--- config.mk ---
export PLATFORM = sky130hd
export DESIGN_NAME = rx78_ram_save_flat
export DESIGN_NICKNAME = d
export VERILOG_FILES = /design/src/rtl/rx78_ram_save_if.sv /design/src/rtl/rx78_ram_save.sv /design/src/flat_wrapper.sv
export SDC_FILE = /design/constraint.sdc
export NUM_CORES = 1
export LEC_CHECK = 0
export BUFFER_PORTS_ARGS = -buffer_cell sky130_fd_sc_hd__buf_2
export CAP_MARGIN = 5
export CORE_UTILIZATION = 52
export DETAILED_ROUTE_END_ITERATION = 8
export PLACE_DENSITY_LB_ADDON = 0.3
export SLEW_MARGIN = 40
export SYNTH_ARGS = -nofsm -noshare
export SYNTH_HDL_FRONTEND = slang
export SYNTH_SLANG_ARGS = --single-unit
--- constraint.sdc ---
create_clock -name clk -period 2.5 [get_ports clk]
set_input_delay 0.5 -clock clk [delete_from_list [all_inputs] [get_ports clk]]
set_output_delay 0.5 -clock clk [all_outputs]
set_load 0.01 [all_outputs]
--- src/rtl/rx78_ram_save_if.sv ---
// Host-side ioctl upload bus plus the ext RAM port-B read bus used by the
// RAM save block. The slave modport is the save block; the master modport is
// the HPS/RAM side.
interface rx78_ram_save_if #(
  parameter int unsigned ADDR_W = 15
);
  logic              ioctl_upload;
  logic [7:0]        ioctl_index;
  logic              ioctl_rd;
  logic [24:0]       ioctl_addr;
  logic              ioctl_upload_req;
  logic [7:0]        ioctl_din;
  logic [ADDR_W-1:0] mem_addr;
  logic              mem_rd;
  logic [7:0]        mem_q;

  modport slave (
    input  ioctl_upload, ioctl_index, ioctl_rd, ioctl_addr, mem_q,
    output ioctl_upload_req, ioctl_din, mem_addr, mem_rd
  );

  modport master (
    output ioctl_upload, ioctl_index, ioctl_rd, ioctl_addr, mem_q,
    input  ioctl_upload_req, ioctl_din, mem_addr, mem_rd
  );
endinterface

--- src/rtl/rx78_ram_save.sv ---
// Streams the ext RAM back to the HPS as an ioctl upload so battery/ext RAM
// can be saved. Tracks CPU writes, auto-requests an upload after the RAM has
// been dirty and quiet for HOLDOFF cycles, or on an explicit save command.
// Reads go through the RAM's second port with a 2-clk strobe-to-data latency.
module rx78_ram_save #(
  parameter int unsigned ADDR_W     = 15,
  parameter logic [7:0]  SAVE_INDEX = 8'd2,
  parameter logic [23:0] HOLDOFF    = 24'd4_000_000,
  parameter logic [23:0] REQ_TMO    = 24'd12_000_000
) (
  input  logic                  clk,
  input  logic                  reset_n,
  input  logic                  cpu_wr,
  input  logic                  save_cmd,
  rx78_ram_save_if.slave        bus,
  output logic                  dirty,
  output logic                  busy,
  output logic                  done
);

  typedef enum logic [1:0] {IDLE, REQ, XFER, DONE} state_e;

  state_e            state_q, state_d;
  logic              match, match_q, match_rise, match_fall;
  logic              dirty_q, dirty_d;
  logic [23:0]       quiet_q, quiet_d, quiet_inc;
  logic [23:0]       tmo_q, tmo_d, tmo_inc;
  logic              req_q, req_d;
  logic              rd_ok, rd_oob;
  logic [ADDR_W-1:0] mem_addr_q, mem_addr_d;
  logic              mem_rd_q, mem_rd_d;
  logic              oob1_q, oob1_d;
  logic              rd2_q, rd2_d;
  logic              oob2_q, oob2_d;
  logic [7:0]        din_q, din_d;

  assign match      = bus.ioctl_upload & (bus.ioctl_index == SAVE_INDEX);
  assign match_rise = match & ~match_q;
  assign match_fall = ~match & match_q;

  // Quiet/timeout counters, FSM next state and dirty tracking.
  always_comb begin
    // NOTE: every output of this block gets a default first so no path
    // leaves a variable unassigned, which would infer a latch.
    state_d   = state_q;
    tmo_d     = tmo_q;
    req_d     = 1'b0;
    quiet_inc = (quiet_q >= HOLDOFF) ? HOLDOFF : quiet_q + 24'd1;
    tmo_inc   = (tmo_q == 24'hFF_FFFF) ? tmo_q : tmo_q + 24'd1;

    // The quiet count is settled before the FSM looks at it so a write in
    // the same cycle as the hold-off expiry postpones the request.
    quiet_d = quiet_q;
    if (dirty_q && state_q == IDLE) quiet_d = quiet_inc;
    if (cpu_wr)                     quiet_d = 24'd0;

    case (state_q)
      IDLE: begin
        if (match_rise) begin
          state_d = XFER;
        end else if (save_cmd ||
                     (dirty_q && HOLDOFF != 24'd0 && quiet_d == HOLDOFF)) begin
          state_d = REQ;
          req_d   = 1'b1;
          tmo_d   = 24'd0;
        end
      end
      REQ: begin
        tmo_d = tmo_inc;
        if (match) begin
          state_d = XFER;
        end else if (match_fall) begin
          state_d = IDLE;
        end else if (tmo_inc >= REQ_TMO) begin
          state_d = IDLE;
          quiet_d = 24'd0;
        end
      end
      XFER:    if (match_fall) state_d = DONE;
      DONE:    state_d = IDLE;
      default: state_d = IDLE;
    endcase

    // Entering DONE clears dirty, but a write in that same cycle keeps it.
    dirty_d = cpu_wr | (dirty_q & (state_d != DONE));
  end

  // Read pipeline: strobe -> port-B address/read -> RAM data -> ioctl_din.
  // It accepts a new strobe every cycle, so a strobe arriving while an
  // earlier read is still in flight is serviced right behind it.
  always_comb begin
    rd_ok      = (state_q == XFER) & bus.ioctl_rd;
    rd_oob     = |bus.ioctl_addr[24:ADDR_W];
    mem_addr_d = mem_addr_q;
    if (rd_ok && !rd_oob) mem_addr_d = bus.ioctl_addr[ADDR_W-1:0];
    mem_rd_d   = rd_ok & ~rd_oob;
    oob1_d     = rd_ok & rd_oob;
    rd2_d      = mem_rd_q;
    oob2_d     = oob1_q;
    din_d      = din_q;
    if (rd2_q)       din_d = bus.mem_q;
    else if (oob2_q) din_d = 8'hFF;
  end

  // State register; reset aborts any transfer and drops all outputs.
  always_ff @(posedge clk or negedge reset_n) begin
    if (!reset_n) begin
      state_q    <= IDLE;
      match_q    <= 1'b0;
      dirty_q    <= 1'b0;
      quiet_q    <= 24'd0;
      tmo_q      <= 24'd0;
      req_q      <= 1'b0;
      mem_addr_q <= '0;
      mem_rd_q   <= 1'b0;
      oob1_q     <= 1'b0;
      rd2_q      <= 1'b0;
      oob2_q     <= 1'b0;
      din_q      <= 8'h00;
    end else begin
      // NOTE: non-blocking assignments here so every flop samples the
      // values computed from the previous state, independent of order.
      state_q    <= state_d;
      match_q    <= match;
      dirty_q    <= dirty_d;
      quiet_q    <= quiet_d;
      tmo_q      <= tmo_d;
      req_q      <= req_d;
      mem_addr_q <= mem_addr_d;
      mem_rd_q   <= mem_rd_d;
      oob1_q     <= oob1_d;
      rd2_q      <= rd2_d;
      oob2_q     <= oob2_d;
      din_q      <= din_d;
    end
  end

  assign bus.ioctl_upload_req = req_q;
  assign bus.ioctl_din        = din_q;
  assign bus.mem_addr         = mem_addr_q;
  assign bus.mem_rd           = mem_rd_q;
  assign dirty                = dirty_q;
  assign busy                 = (state_q != IDLE);
  assign done                 = (state_q == DONE);

endmodule

--- src/flat_wrapper.sv ---
// flat-port wrapper written by rule: the top's interface ports become plain ports
module rx78_ram_save_flat 
#(
  parameter int unsigned ADDR_W     = 15,
  parameter logic [7:0]  SAVE_INDEX = 8'd2,
  parameter logic [23:0] HOLDOFF    = 24'd4_000_000,
  parameter logic [23:0] REQ_TMO    = 24'd12_000_000
)
  (clk, reset_n, cpu_wr, save_cmd, dirty, busy, done, bus_ioctl_upload, bus_ioctl_index, bus_ioctl_rd, bus_ioctl_addr, bus_mem_q, bus_ioctl_upload_req, bus_ioctl_din, bus_mem_addr, bus_mem_rd);
  rx78_ram_save_if #(.ADDR_W(ADDR_W)) bus_i ();
  input  logic clk;
  input  logic reset_n;
  input  logic cpu_wr;
  input  logic save_cmd;
  output logic dirty;
  output logic busy;
  output logic done;
  input wire logic [$bits(bus_i.ioctl_upload)-1:0] bus_ioctl_upload;
  input wire logic [$bits(bus_i.ioctl_index)-1:0] bus_ioctl_index;
  input wire logic [$bits(bus_i.ioctl_rd)-1:0] bus_ioctl_rd;
  input wire logic [$bits(bus_i.ioctl_addr)-1:0] bus_ioctl_addr;
  input wire logic [$bits(bus_i.mem_q)-1:0] bus_mem_q;
  output wire logic [$bits(bus_i.ioctl_upload_req)-1:0] bus_ioctl_upload_req;
  output wire logic [$bits(bus_i.ioctl_din)-1:0] bus_ioctl_din;
  output wire logic [$bits(bus_i.mem_addr)-1:0] bus_mem_addr;
  output wire logic [$bits(bus_i.mem_rd)-1:0] bus_mem_rd;
  assign bus_i.ioctl_upload = bus_ioctl_upload;
  assign bus_i.ioctl_index = bus_ioctl_index;
  assign bus_i.ioctl_rd = bus_ioctl_rd;
  assign bus_i.ioctl_addr = bus_ioctl_addr;
  assign bus_i.mem_q = bus_mem_q;
  assign bus_ioctl_upload_req = bus_i.ioctl_upload_req;
  assign bus_ioctl_din = bus_i.ioctl_din;
  assign bus_mem_addr = bus_i.mem_addr;
  assign bus_mem_rd = bus_i.mem_rd;
  rx78_ram_save #(.ADDR_W(ADDR_W), .SAVE_INDEX(SAVE_INDEX), .HOLDOFF(HOLDOFF), .REQ_TMO(REQ_TMO)) u_core (.clk(clk), .reset_n(reset_n), .cpu_wr(cpu_wr), .save_cmd(save_cmd), .bus(bus_i), .dirty(dirty), .busy(busy), .done(done));
endmodule
==> results of run 1 <==
worst max path at each step:
stage,end,slack [ns],cells past startpoint
6_report,u_core.quiet_q[22],-0.36,11
5_1_grt,u_core.tmo_q[7],-0.52,9
4_1_cts,u_core.quiet_q[13],-0.13,10
3_5_place_dp,u_core.quiet_q[7],-0.28,9
3_3_place_gp,u_core.state_q[0],-0.19,7
2_1_floorplan,u_core.tmo_q[14],-0.17,9
stage by stage:
stage / TNS (ns) / area (sq um) / util / setup slack (ns) / total power [mW]
floorplan: -3.46 / 4690 / - / -0.171 / 2.46
global placement: -3.28 / 6080 / 0.698 / -0.185 / 3.20
detailed placement: -7.47 / 6080 / 0.698 / -0.279 / 3.25
CTS: -3.10 / 6700 / 0.768 / -0.126 / 4.35
global route: -19.92 / 7010 / 0.803 / -0.517 / 4.83
finish: -14.03 / 7010 / 0.803 / -0.356 / 4.63
registers in the layout, summed over array words and instances (netlist names), 2 cells and up:
signal                count
u_core.quiet_q           24
u_core.state_q            2
u_core.bus.ioctl_din      8
u_core.tmo_q             24
u_core.bus.mem_addr      15
repair_timing:
action                                  4_1_cts  5_1_grt
pin swaps                                    24       13
cloned                                        1        0
endpoints found under the setup margin       49       50
setup buffers                                10       11
gates resized for setup                      60       42
power by group through the flow:
stage          Combinational, mW  Sequential [mW]  Clock (mW)
2_1_floorplan              0.841             1.62           0
3_3_place_gp                1.62             1.58           0
3_5_place_dp                1.66             1.59           0
4_1_cts                     1.82             1.57       0.956
5_1_grt                     2.19             1.60        1.04
6_report                    2.07             1.59       0.974
layout by cell type, fill, tap and decap left out, types with 3 or more instances in the layout:
cell type    n
buf_4      137
nand2_1     87
dfrtp_1     80
buf_2       73
nor2_1      41
nand3_1     24
o21ai_0     23
inv_1       21
nand4_1     20
a21oi_1     19
xnor2_1     17
buf_6       14
a31oi_1     13
a211oi_2    12
clkbuf_8    10
a2111oi_4    7
and3_1       6
xor2_1       6
nor3_1       6
nor2b_1      5
or3_4        5
nor4_2       5
a211oi_1     5
o21ai_1      5
xnor2_2      4
nor2_2       4
and4_1       4
o211ai_1     4
a221oi_2     4
nand3_2      3
nor4_4       3
or3_1        3
a41oi_1      3
o221ai_2     3
inv_6        3
buf_12       3
Yosys cell counts, types with 13 or more instances:
cell	n
nand4_1	20
dfrtp_1	80
a211oi_1	17
o21ai_0	24
a31oi_1	13
inv_1	21
nor2_1	45
clkbuf_1	19
nand3_1	27
nand2_1	87
xnor2_1	21
a21oi_1	21
layer usage:
| metal | wire [microns] | part of all wire | global-route usage | vias up |
|---|---|---|---|---|
| met5 | 0 | 0 | 0 | - |
| met3 | 1680 | 0.092 | 0.0556 | 150 |
| met1 | 6510 | 0.36 | 0.433 | 2650 |
| met2 | 8780 | 0.48 | 0.569 | 455 |
| met4 | 1270 | 0.070 | 0.179 | 0 |
| li1 | - | - | - | 2375 |
final cells by class:
cell class / count / area (sq um) / share of cell area
clock inverters: 6 / 50.0 / 0.00714
well taps: 108 / 135 / 0.0193
clock buffers: 10 / 138 / 0.0196
inverters: 21 / 78.8 / 0.0113
repair buffers: 229 / 1650 / 0.236
multi-input cells: 403 / 2950 / 0.421
flip-flops and latches: 80 / 2000 / 0.286
worst reg2reg max path: cells and delay by family, from the launching register on:
kind,cells,cell delay (ns)
buffers and inverters,3,0.37
flip-flops,1,0.39
adder cells (fa/ha/maj),1,0.22
AO/OA/AOI/OAI,3,0.72
AND/OR/NAND/NOR,4,1.02
cell families (layout without fill, tap and decap cells):
group           Yosys count  in the layout  share of synthesized area
xor+xnor                 28             28                     0.0525
mux                       2              2                    0.00456
compound gates          128            128                      0.195
flops                    80             80                      0.429
simple gates            242            242                      0.259
buf+inv                  55            266                     0.0520
fa+ha+maj                 3              3                    0.00804
==> impl_metrics.yaml, run 1 <==
drt:
  drc_errors: 0
  dr_total_vias: 5630
  wl_per_cell_microns: 21.3
  wirelength_microns: 18200
  ant_nets: 0
  routed_via_density: 6.57
  drt_first_pass_iters: 6
  dr.first_iter.drc_count: 697
worst_setup_path:
  crit_buf_inv: 3
  reg2reg_slack_ns: -0.36
  cp_cell_sequence: "ha_2 > and4_4 > nand4_1 > or4_4 > a221oi_2 > nand4_1 > o221ai_4 > buf_4 > buf_6 > buf_6 > a211oi_1"
  cp_max_fo: 5
  cp_slowest_stage_delay_ns: 0.44
  crit_required_ns: 2.71
  ff2ff_path_depth: 11
  start_kind: "register"
  r2r_end: "u_core.quiet_q[22]"
  critPathTopFamily: "simple AND/OR/NAND/NOR gates"
  crit_start: "u_core.tmo_q[0]"
  r2r-start: "u_core.tmo_q[0]"
  slowest_stage: "or4_4"
  crit_path_end_kind: "register"
  worstSetupPathType: "reg2reg"
  critical_path_arrival_ns: 3.07
logic_synthesis:
  ys_seq_area_frac: 0.429
  syn_nets: 588
  netlist_area_sq_um: 4670
  synth-edff-count: 0
  synth_area_leaders: "dfrtp_1, nand2_1, xnor2_1"
  synth_top_area_frac: 0.429
  ys.flop_type: "dfrtp_1"
  yosys.cell_types.count: 62
  yosysWarnings: 0
  syn_inst: 538
  postSynthAreaPerCell_sq_um: 8.68
  async_flop_share: 1.00
  yosysTopAreaCell: "dfrtp_1"
  synth_seq_cells: 80
die:
  die_h_microns: 96.8
  start_util: 0.535
  num_rows: 34
  io_pins: 75
  core_sq_um: 8720
  die_width_microns: 96.8
  die_area_sq_um: 9360
final_layout:
  nets: 794
  finalNonFillerCells: 857
  final_layout_size_suffix_gt1_frac: 0.438
  nFillCells: 511
  syn_to_final_growth_pct: 50.1
  num_antenna_cells: 0
placed_design:
  dp.cells: 821
  io_buffers: 74
  place_congestion: 0.920
  post-dp-hpwl_microns: 10300
power:
  comb_power_share: 0.447
  clkPwrFrac: 0.210
  switching_share: 0.402
  p_leak_nw: 3.12
  ir_worst_vdd_v: 0.000537
  pwr-share-seq: 0.342
  powerDensity_nw_per_um2: 661
  switchingPower_mw: 1.86
  p_int_mw: 2.77
run:
  max-cap-violations: 0
cts:
  clk_latency_ns: 0.36
  ctsHoldBuffers: 0
  cts_buffer_depth: 2
  cts_tree: "built"
  clock-root-buffer: "clkbuf_8"
  cts_made_buffers: 9
  cts_max_level: 3
  clkTransAtPathRegs_ns: 0.09
  clock_sinks: 80
sta:
  worst_pin_slew_ns: 0.887
  finalHoldViolCount: 0
  final.period_utilization: 1.14
  setup_ws_ns: -0.356
  slew_headroom: 0.405
  finalCriticalPeriod_ns: 2.86
  fin_hold_ws_ns: 0.150
  timing.fmax_mhz: 350
  rsz0062_at_grt: "yes"
  setup_viol: 50
  fin_skew_ns: 0.0121
  finalMaxSlewViolations: 0
global_routing:
  overflow: 0
  grt_use_total: 0.343
  antenna_found_initial: 0
  grt_max_degree: 47
  grt_pass1_vias: 5368
  grt_pass1_wl_microns: 26100
run_status:
  run_status: "complete, but fails checks"
  violations: "setup timing"
min_path:
  hp-class: "in2async"
No activity file was read; power rests on OpenSTA's default activity.
==> run 2, diff against run 1 <==
--- a/config.mk
+++ b/config.mk
@@ -10,6 +10,7 @@
 export CORE_UTILIZATION = 52
 export DETAILED_ROUTE_END_ITERATION = 8
 export PLACE_DENSITY_LB_ADDON = 0.3
+export RECOVER_POWER = 50
 export SLEW_MARGIN = 40
 export SYNTH_ARGS = -nofsm -noshare
 export SYNTH_HDL_FRONTEND = slang
==> run 2 against run 1 <==
  * The run still ends with setup timing left
  * Setup slack lost 0.017 ns
  * Clock skew grew 0.00063 ns
  * Clock power is essentially flat
  * Non-clock buffer count is the same
  * Via count grew 0.30%
  * Hold slack gained 0.17 ns
  * Routed wire length grew 0.13%
  * Utilization shrank 0.20 points
  * Largest power group unchanged
==> impl_metrics.yaml, run 2 (synthesized netlist as in run 1, its figures left out) <==
run_status:
  run_status: "complete, but fails checks"
  violations: "setup timing"
power:
  ir_worst_vdd_v: 0.000534
  p_leak_nw: 3.11
  powerDensity_nw_per_um2: 663
die:
  die_area_sq_um: 9360
  start_util: 0.535
  core_sq_um: 8720
  die_width_microns: 96.8
  io_pins: 75
  num_rows: 34
  die_h_microns: 96.8
drt:
  routed_via_density: 6.59
  dr_total_vias: 5647
  drt_first_pass_iters: 6
  ant_nets: 0
  dr.first_iter.drc_count: 674
  wirelength_microns: 18300
  wl_per_cell_microns: 21.3
  drc_errors: 0
sta:
  setup_viol: 50
  rsz0062_at_grt: "yes"
  finalMaxSlewViolations: 0
  setup_ws_ns: -0.373
  slew_headroom: 0.209
  final.period_utilization: 1.15
  finalHoldViolCount: 0
  timing.fmax_mhz: 348
  finalCriticalPeriod_ns: 2.87
  setup_tns_ns: -14.55
  fin_hold_ws_ns: 0.324
  worst_pin_slew_ns: 1.19
  fin_skew_ns: 0.0127
final_layout:
  nFillCells: 512
  nets: 794
  final_common_cell: "buf_4"
  multiInputGateArea_sq_um: 2950
  num_antenna_cells: 0
  final_layout_size_suffix_gt1_frac: 0.438
  syn_to_final_growth_pct: 49.7
  seq_area_sq_um: 2000
  mostFrequentLayoutCells: "buf_4, nand2_1, dfrtp_1"
  fin_area_sq_um: 6990
worst_setup_path:
  start_kind: "register"
  cp_slowest_stage_delay_ns: 0.44
  cp_max_fo: 16
  r2r-start: "u_core.quiet_q[6]"
  worstSetupPathType: "reg2reg"
  crit_start: "u_core.quiet_q[6]"
  crit_path_end_kind: "register"
  critPathTopFamily: "compound AO/OA/AOI/OAI gates"
  cp_cell_sequence: "nand4_1 > buf_4 > nor4_2 > nor3b_2 > o2111ai_2 > a2111o_1 > o31ai_4 > buf_12 > o21ai_1"
  critical_path_arrival_ns: 3.10
  crit_buf_inv: 2
  crit_required_ns: 2.72
  slowest_stage: "a2111o_1"
cts:
  clkTransAtPathRegs_ns: 0.10
  ctsHoldBuffers: 0
  cts_max_level: 3
  cts_made_buffers: 9
  cts_tree: "built"
  clock-root-buffer: "clkbuf_8"
  clock_sinks: 80
  clk_latency_ns: 0.37
  cts_buffer_depth: 2
placed_design:
  place_congestion: 0.920
  post-dp-hpwl_microns: 10300
  pre_cts_ws_ns: -0.279
  io_buffers: 74
  placed_area_sq_um: 6080
global_routing:
  grt_pass1_vias: 5368
  grt_use_total: 0.343
  antenna_found_initial: 0
  grt_max_degree: 47
  overflow: 0
  grt_pass1_wl_microns: 26100
min_path:
  min_from: "bus_ioctl_addr[3]"
  hp-class: "in2reg"
run:
  max-cap-violations: 0
-- run 2: cell count changes in the layout (fill, tap and decap cells not counted) --
cell and change:
clkbuf_2 +2, buf_12 -1, buf_4 -1
-- run 2: area by class of cell --
cell class | count | area share
clock inverter | 6 | 0.00716
inverter | 21 | 0.0113
multi-input combinational | 403 | 0.422
timing repair buffer | 229 | 0.234
tap | 108 | 0.0193
sequential | 80 | 0.286
clock buffer | 10 | 0.0197
-- run 2: repair_timing --
action	CTS	global route
endpoints found under the setup margin	49	50
buffers inserted	10	11
pin swaps	24	13
cloned	1	0
gates resized for setup	60	42
-- run 2: through the flow --
stage / util / std cells / total power [mW]
3_5_place_dp: 0.698 / 821 / 3.25
5_1_grt: 0.801 / 857 / 4.83
4_1_cts: 0.768 / 847 / 4.35
2_1_floorplan: - / 538 / 2.46
3_3_place_gp: 0.698 / 821 / 3.20
6_report: 0.801 / 857 / 4.63
-- run 2: layer usage --
layer / wire length, microns / global-route usage / vias up
met1: 6580 / 0.433 / 2660
met4: 1250 / 0.179 / 0
met2: 8830 / 0.569 / 456
met5: 0 / 0 / -
li1: - / - / 2372
met3: 1600 / 0.0556 / 159
-- run 2: worst paths after layout --
path | to | slack, ns | cells past startpoint
worst max-delay path | u_core.tmo_q[7] | -0.37 | 9
worst min-delay path | u_core.bus.mem_addr[3] | 0.32 | 3
worst max register to register | u_core.tmo_q[7] | -0.37 | 9
worst min register to register | u_core.rd2_q | 0.40 | 0
max in group asynchronous | u_core.quiet_q[19] | 0.68 | 2
min in group asynchronous | u_core.bus.ioctl_din[7] | 0.37 | 1
-- run 2: worst min-delay path: cells and delay by family --
family                 cells  cell delay [ns]
buffers and inverters      1             0.07
AND/OR/NAND/NOR            2             0.08
-- run 2: power by group --
group / switching [mW] / internal, mW
Clock: 0.569 / 0.405
Combinational: 1.16 / 0.910
Sequential: 0.136 / 1.45
==> run 3, diff against run 2 <==
--- a/config.mk
+++ b/config.mk
@@ -5,10 +5,12 @@
 export SDC_FILE = /design/constraint.sdc
 export NUM_CORES = 1
 export LEC_CHECK = 0
+export ABC_AREA = 1
 export BUFFER_PORTS_ARGS = -buffer_cell sky130_fd_sc_hd__buf_2
 export CAP_MARGIN = 5
 export CORE_UTILIZATION = 52
 export DETAILED_ROUTE_END_ITERATION = 8
+export HOLD_SLACK_MARGIN = 0.08
 export PLACE_DENSITY_LB_ADDON = 0.3
 export RECOVER_POWER = 50
 export SLEW_MARGIN = 40
==> constraint.sdc (replaced) <==
create_clock -name clk -period 2.4 [get_ports clk]
set_input_delay 0.48 -clock clk [delete_from_list [all_inputs] [get_ports clk]]
set_output_delay 0.48 -clock clk [all_outputs]
set_load 0.01 [all_outputs]
==> run 3 against run 2 <==
  * The flow now finishes without violations
  * Setup slack improved by 0.39 ns
  * Hold slack got worse by 0.024 ns
  * Fmax rose by 20%
  * Critical path type unchanged
  * Highest routed layer unchanged
  * Critical path depth rose by 8
  * Synthesized area rose by 3.7%
  * Non-clock buffer count fell by 103
  * Cell count rose by 11%
  * Synthesized cell count rose by 31%
  * Critical endpoint is now u_core.quiet_q[3]
==> impl_metrics.yaml, run 3 <==
die:
  die_width_microns: 98.5
  die_area_sq_um: 9700
  die_h_microns: 98.5
  core_sq_um: 8850
  io_pins: 75
  num_rows: 34
  start_util: 0.547
worst_setup_path:
  worstSetupPathType: "reg2reg"
  crit_required_ns: 2.67
  start_kind: "register"
  crit_path_end_kind: "register"
  critical_path_arrival_ns: 2.65
  cp_max_fo: 8
sta:
  setup_tns_ns: 0
  worst_pin_slew_ns: 1.10
  fin_skew_ns: 0.0145
  finalHoldViolCount: 0
  slew_headroom: 0.269
  timing.fmax_mhz: 419
  final.period_utilization: 0.994
  finalCriticalPeriod_ns: 2.39
  setup_viol: 0
  finalMaxSlewViolations: 0
  fin_hold_ws_ns: 0.299
  rsz0062_at_grt: "yes"
placed_design:
  place_congestion: 0.947
  dp.cells: 917
  post-dp-hpwl_microns: 9200
  placed_area_sq_um: 5600
  io_buffers: 74
cts:
  cts_made_buffers: 9
  clock_sinks: 80
  cts_max_level: 3
  clock-root-buffer: "clkbuf_8"
  clkTransAtPathRegs_ns: 0.10
  cts_buffer_depth: 2
  ctsHoldBuffers: 0
  cts_tree: "built"
  clk_latency_ns: 0.37
power:
  comb_power_share: 0.207
  p_leak_nw: 3.31
  report.power.total_mw: 3.28
  ir_worst_vdd_v: 0.000490
  p_int_mw: 2.20
  clkPwrFrac: 0.321
  switchingPower_mw: 1.08
  pwr-share-seq: 0.472
  switching_share: 0.329
  powerDensity_nw_per_um2: 537
global_routing:
  grt_use_total: 0.266
  antenna_found_initial: 0
  grt_pass1_vias: 4753
  grt_pass1_wl_microns: 20600
  overflow: 0
  grt_max_degree: 45
final_layout:
  num_antenna_cells: 0
  seq_area_sq_um: 2010
  mostFrequentLayoutCells: "nand2_1, inv_1, nor2_1"
  fin_area_sq_um: 6110
  nets: 884
  final_common_cell: "nand2_1"
  syn_to_final_growth_pct: 26.2
  multiInputGateArea_sq_um: 2570
  finalNonFillerCells: 947
  final_layout_size_suffix_gt1_frac: 0.248
  nFillCells: 732
logic_synthesis:
  postSynthAreaPerCell_sq_um: 6.87
  synth_seq_cells: 80
  synth_area_leaders: "dfrtp_1, nand2_1, inv_1"
  ys_seq_area_frac: 0.414
  netlist_area_sq_um: 4840
  synth-edff-count: 0
  synth_most_common_cell: "nand2_1"
  ys.flop_type: "dfrtp_1"
  syn_inst: 705
  synth_top_area_frac: 0.414
  netlist_top_cells_count: "nand2_1, inv_1, nor2_1"
  yosysTopAreaCell: "dfrtp_1"
  syn_nets: 755
  async_flop_share: 1.00
  yosysWarnings: 0
  yosys.cell_types.count: 37
drt:
  drt_first_pass_iters: 7
  wirelength_microns: 12800
  drc_errors: 0
  dr.first_iter.drc_count: 206
  routed_via_density: 5.17
  ant_nets: 0
  dr_total_vias: 4893
  wl_per_cell_microns: 13.5
run:
  max-cap-violations: 0
run_status:
  run_status: "finished clean"
min_path:
  hp-class: "in2async"
[run 3: worst paths after layout]
| check | start | to | slack (ns) | cells after the start |
|---|---|---|---|---|
| setup / recovery | u_core.tmo_q[1] | u_core.quiet_q[3] | 0.01 | 17 |
| hold / removal | reset_n | u_core.quiet_q[5] | 0.30 | 1 |
| setup reg to reg | u_core.tmo_q[1] | u_core.quiet_q[3] | 0.01 | 17 |
| hold reg to reg | u_core.oob1_q | u_core.oob2_q | 0.36 | 0 |
| max in group asynchronous | reset_n | u_core.quiet_q[18] | 0.73 | 2 |
| min in group clk | bus_ioctl_addr[6] | u_core.bus.mem_addr[6] | 0.30 | 3 |
[run 3: layer usage]
layer / track usage / vias up / part of all wire
li1: - / 2424 / -
met1: 0.320 / 2287 / 0.42
met2: 0.472 / 151 / 0.51
met3: 0.0489 / 31 / 0.046
met4: 0.106 / 0 / 0.027
met5: 0 / - / 0
[run 3: area by class of cell]
type	count	share of cell area
clock buffers	9	0.0203
clock inverters	7	0.0129
inverters	99	0.0629
multi-input cells	517	0.421
flip-flops and latches	80	0.329
well taps	108	0.0221
repair buffers	126	0.131
repair inverters	1	0.00102
[run 3: cell families (layout without fill, tap and decap cells)]
family / count (synthesis) / count (layout) / synth area share
compound gates: 33 / 33 / 0.0380
simple gates: 457 / 457 / 0.406
buf+inv: 108 / 242 / 0.0912
xor+xnor: 24 / 24 / 0.0434
fa+ha+maj: 3 / 3 / 0.00775
flops: 80 / 80 / 0.414
[run 3: power groups by stage]
| stage | Clock (mW) | Combinational, mW | Sequential (mW) |
|---|---|---|---|
| floorplan | 0 | 0.361 | 1.55 |
| global placement | 0 | 0.586 | 1.55 |
| detailed placement | 0 | 0.607 | 1.56 |
| CTS | 1.05 | 0.614 | 1.54 |
| global route | 1.11 | 0.751 | 1.56 |
| finish | 1.05 | 0.680 | 1.55 |
[run 3: critical path, stage by stage, from the launching register on]
cell       delay (ns)
dfrtp_1          0.41
ha_2             0.22
nand2_2          0.09
nor2_4           0.19
nand4_4          0.16
nor2_8           0.21
inv_8            0.07
nand2_4          0.07
nand2_2          0.06
nand2_1          0.09
nand2_1          0.07
nand2_1          0.11
nand3_2          0.09
nand2_2          0.09
nand2_4          0.06
inv_4            0.10
clkbuf_16        0.15
nor2_1           0.04
[run 3: metrics by stage]
step	worst slack [ns]	util
after floorplan	0.155	-
after detailed placement	-0.0123	0.633
final	0.0142	0.690
after global routing	-0.0965	0.690
after global placement	-0.0408	0.633
after CTS	0.0131	0.658
[run 3: what timing repair did]
action                     in CTS  in global routing
gates resized for setup         2                 52
cloned                          0                  2
buffers inserted                2                 10
pin swaps                       1                 16
setup endpoints to repair      26                 48
